===== src/rtl/safe_pkg.sv =====
// Shared definitions between the keypad front end and the safe lock FSM:
// key codes, debounce state encoding and frame classification.
package safe_pkg;

  localparam logic [3:0] KEY_0 = 4'h0, KEY_1 = 4'h1, KEY_2 = 4'h2, KEY_3 = 4'h3;
  localparam logic [3:0] KEY_4 = 4'h4, KEY_5 = 4'h5, KEY_6 = 4'h6, KEY_7 = 4'h7;
  localparam logic [3:0] KEY_8 = 4'h8, KEY_9 = 4'h9, KEY_A = 4'ha, KEY_B = 4'hb;
  localparam logic [3:0] KEY_C = 4'hc, KEY_D = 4'hd, KEY_E = 4'he, KEY_F = 4'hf;

  typedef enum logic [1:0] {IDLE, DEB, HELD, REL} deb_state_t;

  typedef enum logic [1:0] {FR_NONE, FR_SINGLE, FR_GHOST} frame_kind_t;

  typedef struct packed {
    frame_kind_t kind;
    logic [3:0]  code;
  } frame_res_t;

  // Bit index row*4+col of the 16 frame samples is exactly the key code.
  function automatic frame_res_t classify(input logic [15:0] bits);
    frame_res_t  r;
    int unsigned n;
    n      = 0;
    r.kind = FR_NONE;
    r.code = '0;
    for (int i = 0; i < 16; i++) begin
      if (bits[i]) begin
        n++;
        r.code = 4'(i);
      end
    end
    if (n == 1)     r.kind = FR_SINGLE;
    else if (n > 1) r.kind = FR_GHOST;
    return r;
  endfunction

endpackage


===== src/rtl/keypad_entry_if.sv =====
// Keypad-side and lock-side signals of keypad_entry; master is the scanner.
interface keypad_entry_if;
  logic [3:0] row_drive;
  logic [3:0] col_sense;
  logic [3:0] din;
  logic       din_valid;
  logic       key_held;

  modport master (output row_drive, din, din_valid, key_held, input  col_sense);
  modport slave  (input  row_drive, din, din_valid, key_held, output col_sense);
endinterface


===== src/rtl/sync2.sv =====
// Parameterised-width two-flop synchroniser, synchronous active-low reset.
module sync2 #(
  parameter int W = 4
) (
  input  logic         clk,
  input  logic         reset_n,
  input  logic [W-1:0] d,
  output logic [W-1:0] q
);
  logic [W-1:0] meta;

  always_ff @(posedge clk) begin
    if (!reset_n) begin
      meta <= '0;
      q    <= '0;
    end else begin
      meta <= d;
      q    <= meta;
    end
  end
endmodule


===== src/rtl/keypad_entry.sv =====
// 4x4 keypad scanner with frame-level debounce; emits one din/din_valid
// pulse per accepted press, no auto-repeat while held.
module keypad_entry
  import safe_pkg::*;
#(
  parameter int SCAN_DIV = 4,
  parameter int DEBOUNCE = 3
) (
  input  logic          clk,
  input  logic          reset_n,
  keypad_entry_if.master kp
);
  localparam int SLOT_W = $clog2(SCAN_DIV);

  logic [SLOT_W-1:0] slot_cnt;
  logic [1:0]        row_idx;
  logic [11:0]       acc;
  logic [3:0]        col_s;
  logic              last_slot, frame_end;
  frame_res_t        fr;

  deb_state_t        state;
  logic [3:0]        cand;
  logic [7:0]        cnt;

  sync2 #(.W(4)) u_col_sync (
    .clk     (clk),
    .reset_n (reset_n),
    .d       (kp.col_sense),
    .q       (col_s)
  );

  assign kp.row_drive = 4'b0001 << row_idx;
  assign last_slot    = (slot_cnt == SLOT_W'(SCAN_DIV - 1));
  assign frame_end    = last_slot && (row_idx == 2'd3);
  // Row 3 is folded in live so the frame is judged on its final sample edge.
  assign fr           = classify({col_s, acc});

  always_ff @(posedge clk) begin
    if (!reset_n) begin
      slot_cnt <= '0;
      row_idx  <= '0;
      acc      <= '0;
    end else if (last_slot) begin
      slot_cnt <= '0;
      row_idx  <= row_idx + 2'd1;
      case (row_idx)
        2'd0:    acc[3:0]  <= col_s;
        2'd1:    acc[7:4]  <= col_s;
        2'd2:    acc[11:8] <= col_s;
        default: ;
      endcase
    end else begin
      slot_cnt <= slot_cnt + SLOT_W'(1);
    end
  end

  always_ff @(posedge clk) begin
    if (!reset_n) begin
      state        <= IDLE;
      cand         <= '0;
      cnt          <= '0;
      kp.din       <= '0;
      kp.din_valid <= 1'b0;
      kp.key_held  <= 1'b0;
    end else begin
      kp.din_valid <= 1'b0;
      if (frame_end) begin
        case (state)
          IDLE: if (fr.kind == FR_SINGLE) begin
            if (DEBOUNCE <= 1) begin
              kp.din       <= fr.code;
              kp.din_valid <= 1'b1;
              kp.key_held  <= 1'b1;
              state        <= HELD;
            end else begin
              cand  <= fr.code;
              cnt   <= 8'd1;
              state <= DEB;
            end
          end
          DEB: begin
            if (fr.kind != FR_SINGLE) begin
              state <= IDLE;
            end else if (fr.code != cand) begin
              cand <= fr.code;
              cnt  <= 8'd1;
            end else if (cnt >= 8'(DEBOUNCE - 1)) begin
              kp.din       <= cand;
              kp.din_valid <= 1'b1;
              kp.key_held  <= 1'b1;
              state        <= HELD;
            end else begin
              cnt <= cnt + 8'd1;
            end
          end
          // A ghost frame counts as no key, so it starts the release count.
          HELD: if (fr.kind != FR_SINGLE) begin
            cnt   <= 8'd1;
            state <= REL;
          end
          REL: begin
            if (fr.kind == FR_SINGLE) begin
              state <= HELD;
            end else if (cnt >= 8'(DEBOUNCE - 1)) begin
              kp.key_held <= 1'b0;
              state       <= IDLE;
            end else begin
              cnt <= cnt + 8'd1;
            end
          end
          default: state <= IDLE;
        endcase
      end
    end
  end
endmodule


===== src/flat_wrapper.sv =====
// flat-port wrapper written by rule: the top's interface ports become plain ports
module keypad_entry_flat import safe_pkg::*;
#(
  parameter int SCAN_DIV = 4,
  parameter int DEBOUNCE = 3
)
  (clk, reset_n, kp_row_drive, kp_din, kp_din_valid, kp_key_held, kp_col_sense);
  keypad_entry_if kp_i ();
  input  logic clk;
  input  logic reset_n;
  output wire logic [$bits(kp_i.row_drive)-1:0] kp_row_drive;
  output wire logic [$bits(kp_i.din)-1:0] kp_din;
  output wire logic [$bits(kp_i.din_valid)-1:0] kp_din_valid;
  output wire logic [$bits(kp_i.key_held)-1:0] kp_key_held;
  input wire logic [$bits(kp_i.col_sense)-1:0] kp_col_sense;
  assign kp_row_drive = kp_i.row_drive;
  assign kp_din = kp_i.din;
  assign kp_din_valid = kp_i.din_valid;
  assign kp_key_held = kp_i.key_held;
  assign kp_i.col_sense = kp_col_sense;
  keypad_entry #(.SCAN_DIV(SCAN_DIV), .DEBOUNCE(DEBOUNCE)) u_core (.clk(clk), .reset_n(reset_n), .kp(kp_i));
endmodule

===== config.mk =====
export PLATFORM = sky130hd
export DESIGN_NAME = keypad_entry_flat
export DESIGN_NICKNAME = d
export VERILOG_FILES = /design/src/rtl/safe_pkg.sv /design/src/rtl/keypad_entry_if.sv /design/src/rtl/sync2.sv /design/src/rtl/keypad_entry.sv /design/src/flat_wrapper.sv
export SDC_FILE = /design/constraint.sdc
export NUM_CORES = 1
export LEC_CHECK = 0
export BUFFER_PORTS_ARGS = -buffer_cell sky130_fd_sc_hd__buf_2
export CAP_MARGIN = 25
export CORE_MARGIN = 4
export CORE_UTILIZATION = 59
export CTS_BUF_LIST = sky130_fd_sc_hd__clkbuf_8
export CTS_CLUSTER_DIAMETER = 40
export DETAILED_ROUTE_END_ITERATION = 6
export PLACE_DENSITY = 0.77
export SLEW_MARGIN = 10
export SYNTH_ARGS = -nofsm -noshare
export SYNTH_HDL_FRONTEND = slang
export SYNTH_SLANG_ARGS = --single-unit

===== constraint.sdc =====
create_clock -name clk -period 10.84 [get_ports clk]
set_clock_uncertainty 0.05 [all_clocks]
set_input_delay 2.168 -clock clk [delete_from_list [all_inputs] [get_ports clk]]
set_output_delay 2.168 -clock clk [all_outputs]
set_load 0.05 [all_outputs]

[Word level (Yosys, flattened, before mapping)]
Cells that the tools add are included.
Word-level totals
  register bits: 44
  word-level logic and storage cells: 135
Operators by class
  $add $sub $neg: 18
  magnitude comparators: 2
  equality and inequality tests: 22
  shifts and indexed selects: 1
  muxes and demuxes: 59
  bitwise operators: 5
  reductions and logical operators: 15
Operators with widths (count)
  $mux 32: 15
  $add 32x1->32 const B: 14
  $mux 8: 6
  $mux 4: 11
  $eq 32x1->1 const B: 1
  $gt 32x1->1 const B: 1
  $pmux 8 s4: 1
  $mux 2: 11
  $reduce_and 5->1: 3
  $mux 3: 4
  $ne 2x1->1 const B: 6
  $eq 2x2->1 const B: 5
  $add 8x1->8 const B: 1
  $ge 8x2->1 const B: 1
  $mux 1: 8
  $pmux 2 s4: 1
  $pmux 4 s2: 1
  $reduce_and 7->1: 1
  $eq 2x1->1 const B: 3
  $ne 2x2->1 const B: 3
  $ne 3x1->1 const B: 2
  $reduce_and 2->1: 3
  $reduce_and 6->1: 1
  $not 1->1: 5
  11 further kinds: 14

[Logic depth before layout (Yosys ltp)]
  word-level depth: 37
  mapped depth: 47

[By module]
A second synthesis with hierarchy kept.
Second synthesis, totals
  cell total of the unflattened synthesis: 496
  area total of the unflattened synthesis: 3991.3 sq um
By module, submodules not included
  keypad_entry: instances 1, cells an instance 480, area an instance 3781.1 sq um
  sync2: instances 1, cells an instance 16, area an instance 210.2 sq um

[Least setup slack after synthesis]
OpenSTA, ideal clock, no wires.
  path kind: register to register
  from: register u_core.acc[0]
  to: register u_core.cand[0]
  setup time: 122 ps
  arrival: 8635 ps
  setup slack: 2034 ps
  stages on the path, launching flop included: 47
  clock period less this slack: 8806 ps
  cell sequence: dfxtp_1 -> inv_1 -> ha_1 -> buf_6 -> xnor3_2 -> inv_1 -> ha_1 -> inv_1 -> a32oi_1 -> nand2_1 -> inv_1 -> ha_1 -> nand2_1 -> o21ai_0 -> ha_1 -> o22ai_1 -> nor2_1 -> ha_1 -> [11 not listed] -> ha_1 -> a21oi_1 -> o31ai_1 -> ha_1 -> mux2_2 -> ha_1 -> nand2_1 -> a21bo_2 -> ha_1 -> mux2_2 -> ha_1 -> nor3b_1 -> a32oi_1 -> a21oi_1 -> nor4b_4 -> nand3_2 -> a211o_4 -> mux2i_1
Between the ends
  longest elaborated chain between the ends: 37
RTL lines
  start: declaration: RTL line keypad_entry.sv:17  | logic [11:0] acc;
  start signal: assignment: RTL line keypad_entry.sv:48  | 2'd0: acc[3:0] <= col_s;
  $mux 1 *: RTL line safe_pkg.sv:27  | if (bits[i]) begin
  $add 1x1->2: RTL line safe_pkg.sv:28  | n++;
  $mux 32 *: RTL line safe_pkg.sv:27
  $add 32x1->32: RTL line safe_pkg.sv:28
  $mux 32 *: RTL line safe_pkg.sv:27
  $add 32x1->32: RTL line safe_pkg.sv:28
  $mux 32 *: RTL line safe_pkg.sv:27
  $add 32x1->32: RTL line safe_pkg.sv:28
  [21 not listed]
  $add 32x1->32: RTL line safe_pkg.sv:28
  $mux 32 *: RTL line safe_pkg.sv:27
  $gt 32x1->1: RTL line safe_pkg.sv:33  | else if (n > 1) r.kind = FR_GHOST;
  $mux 2: RTL line safe_pkg.sv:33
  $mux 2 *: RTL line safe_pkg.sv:32  | if (n == 1) r.kind = FR_SINGLE;
  $ne 2x1->1 / $eq 2x1->1 (equally long branches): RTL line keypad_entry.sv:83, keypad_entry.sv:70
  $ne 2x2->1 (no source line) / $ne 2x1->1 (equally long branches)
  $reduce_and 5->1 (no source line) *
  end signal: assignment: RTL line keypad_entry.sv:77  | cand <= fr.code;
  end signal: assignment: RTL line keypad_entry.sv:86  | cand <= fr.code;
  end: declaration: RTL line keypad_entry.sv:23  | logic [3:0] cand;
Mark *: on every way between the ends. The rest lies on a longest branch, timed or not.
A chain may end at the register's enable or synchronous reset.

[Worst setup path after layout]
  from: register u_core.acc[0]
  to: register u_core.cnt[2]
Between the ends
  longest elaborated chain between the ends: 37
RTL lines
  $mux 1 *: RTL line safe_pkg.sv:27
  $add 1x1->2: RTL line safe_pkg.sv:28
  $mux 32 *: RTL line safe_pkg.sv:27
  $add 32x1->32: RTL line safe_pkg.sv:28
  $mux 32 *: RTL line safe_pkg.sv:27
  $add 32x1->32: RTL line safe_pkg.sv:28
  $mux 32 *: RTL line safe_pkg.sv:27
  $add 32x1->32: RTL line safe_pkg.sv:28
  [21 not listed]
  $add 32x1->32: RTL line safe_pkg.sv:28
  $mux 32 *: RTL line safe_pkg.sv:27
  $gt 32x1->1: RTL line safe_pkg.sv:33
  $mux 2: RTL line safe_pkg.sv:33
  $mux 2 *: RTL line safe_pkg.sv:32
  $eq 2x1->1 / $ne 2x1->1 (equally long branches)
  $ne 2x2->1 (no source line) / $ne 2x1->1 (equally long branches)
  $reduce_and 5->1 (no source line) *
  end signal: assignment: RTL line keypad_entry.sv:94  | cnt <= cnt + 8'd1;
  end signal: assignment: RTL line keypad_entry.sv:109  | cnt <= cnt + 8'd1;
  end: declaration: RTL line keypad_entry.sv:24  | logic [7:0] cnt;
Marked as above.

==> metrics.csv <==
metric;value;unit
hold-path-cell-count;1;
yosysMostFrequentCell;nand2_1;
fmax;104;MHz
clkTransAtPathRegs;0.09;ns
grt_pass1_vias;3433;
synth_edf_count;0;
route.detailed.drc;0;
ctsRootBufferMaster;clkbuf_8;
dieHeight;90.5;um
min_period;9.58;ns
num_rows;29;
critPathMaxFanout;9;
place.gp.congestion;0.866;
status;complete, no violations;
cts_resized;0;
finalHoldViolCount;0;
diodes;0;
yosysTopAreaCellShare;21.9;%
async_flop_share;0;%
drive_gt1_share;10.6;%
ys_top_cells_by_area;dfxtp_1, ha_1, nand2_1;
netlist_instances;515;
io-pin-count;16;
yosys_warnings;0;
synth_cell_types;80;
min_path_type;reg2reg;
htreeDepth;2;
dieArea;8190;um2
crit_required;11.02;ns
synth_area_leader_cell;dfxtp_1;
worst_pin_slew;0.759;ns
crit_arrival;9.76;ns
syn_nets;544;
ys_ff_latch;44;
wire_per_inst;13.8;um
via_per_inst;6.12;
postCtsSetupBuffers;0;
post-dp-hpwl;6320;um
vias;3599;
cts_sinks;44;
postPlaceCellArea;4070;um2
synth_common_cells;nand2_1, dfxtp_1, a21oi_1;
cts_tree;built;
area_delta_synth_final;4.27;%
first_pass_iters;5;
setup_viol;0;
die_x;90.5;um
period_share;88.4;%
ctsHoldBuffers;0;
relSlewSlack;48.8;%
slew_violations;0;
dr.first_iter.drc_count;241;
avgSynthCellArea;7.80;um2
ir_drop;0.0981;mV
ys_seq_area_share;21.9;%
path_common_cell;ha_1;
synth_area;4020;um2
slowest_stage;ha_1;
overflow;0;
worstSetupPathType;reg2reg;
start_util;61.8;%
max_stage_delay;0.41;ns
core_area;6490;um2
rsz0062_at_grt;false;
layout.nets;539;
clk_latency;0.29;ns
cts-buffers-inserted;5;
drt-total-wl;8130;um
final_area;4190;um2
end_kind;flip-flop;
startpoint_type;flip-flop;
grt_max_degree;25;
drtAntennaViolNets;0;
synth_flop_cell;dfxtp_1;
clockBufferDepth;2;
port_buffers;15;
antenna_found_initial;0;
grt_usage;19.9;%
maxCapViolCount;0;
total_leakage_power;1.73;nW
grt_pass1_wl;14300;um
worst_r2r_path_depth;45;
tns;0;ns
p_per_area;79.9;nW/um2
[per-stage QoR]
stage | hold slack, ns | setup WS, ns | cells | utilization [%] | total power, mW
floorplan | 0.354 | 2.03 | 515 | - | 0.205
global placement | 0.366 | 1.64 | 580 | 62.7 | 0.211
detailed placement | 0.371 | 1.29 | 580 | 62.7 | 0.212
CTS | 0.384 | 1.24 | 588 | 64.5 | 0.338
global route | 0.397 | 0.359 | 588 | 64.5 | 0.352
finish | 0.379 | 1.26 | 588 | 64.5 | 0.335
[final cells by class]
| type | count | area, um2 |
|---|---|---|
| Timing Repair Buffer | 15 | 75.1 |
| Tap cell | 77 | 96.3 |
| Fill cell | 572 | 2310 |
| Multi-Input combinational cell | 415 | 2910 |
| Clock buffer | 5 | 68.8 |
| Clock inverter | 3 | 46.3 |
| Sequential cell | 44 | 881 |
| Inverter | 29 | 109 |
[metal layers]
metal,GRT usage (%),up-vias,wire [um]
met4,5.99,0,146
met1,24.0,1676,3730
met2,36.6,64,4040
met3,2.33,15,213
li1,-,1844,-
met5,0,-,0
[registers in the layout, summed over array words and instances, names as in the netlist, named ones only]
| register | cells |
|---|---|
| u_core.u_col_sync.meta | 4 |
| u_core.cnt | 8 |
| u_core.kp.din | 4 |
| u_core.kp.din_valid | 1 |
| u_core.slot_cnt | 2 |
| u_core.cand | 4 |
| u_core.acc | 12 |
| u_core.row_idx | 2 |
| u_core.kp.key_held | 1 |
| u_core.state | 1 |
| u_core.u_col_sync.q | 4 |
[cell usage in the layout (no fill, tap or decap), drive strengths merged, types with 4 or more instances in the layout]
master / n
nor3b: 4
nand4: 7
and3: 7
xnor3: 5
a21oi: 35
inv: 29
buf: 15
and2: 25
clkbuf: 5
nor2: 31
o31ai: 4
a31oi: 5
nor3: 9
ha: 23
nand3: 30
or3: 6
dfxtp: 44
nor4: 8
a21o: 9
xnor2: 24
o21ai: 23
mux2i: 14
nand2: 65
a211o: 4
xor2: 9
[worst max-delay path, delay by kind of cell, from the launching register on]
family | cells | cell delay, ns
buffers and inverters | 4 | 0.27
xor gates and xnor gates | 1 | 0.33
DFF | 1 | 0.38
and+or+nand+nor | 12 | 1.64
muxes | 2 | 0.56
adders and majority gates | 13 | 3.94
AOI/OAI and AO/OA | 13 | 2.36
[report_power, final]
group / switching (mW) / internal, mW / leakage (nW)
logic: 0.0240 / 0.0163 / 1.32
clock network: 0.0569 / 0.0694 / 0.0548
registers: 0.00354 / 0.164 / 0.357
[final timing paths]
check	startpoint	to	slack, ns
max	u_core.acc[0]	u_core.cnt[2]	1.26
min	u_core.u_col_sync.meta[1]	u_core.u_col_sync.q[1]	0.38
max reg2reg	u_core.acc[0]	u_core.cnt[2]	1.26
min reg2reg	u_core.u_col_sync.meta[1]	u_core.u_col_sync.q[1]	0.38
[cell families (layout without fill, tap and decap cells)]
logic type,Yosys count,after routing,share of synthesized area [%]
buffers and inverters,56,52,5.58
and+or+nand+nor,215,215,28.5
AOI/OAI and AO/OA,121,121,20.6
xor gates and xnor gates,38,38,11.7
adders and majority gates,24,24,7.42
DFF,44,44,21.9
muxes,17,17,4.33
Note: power is estimated with default switching activity, not from simulation.
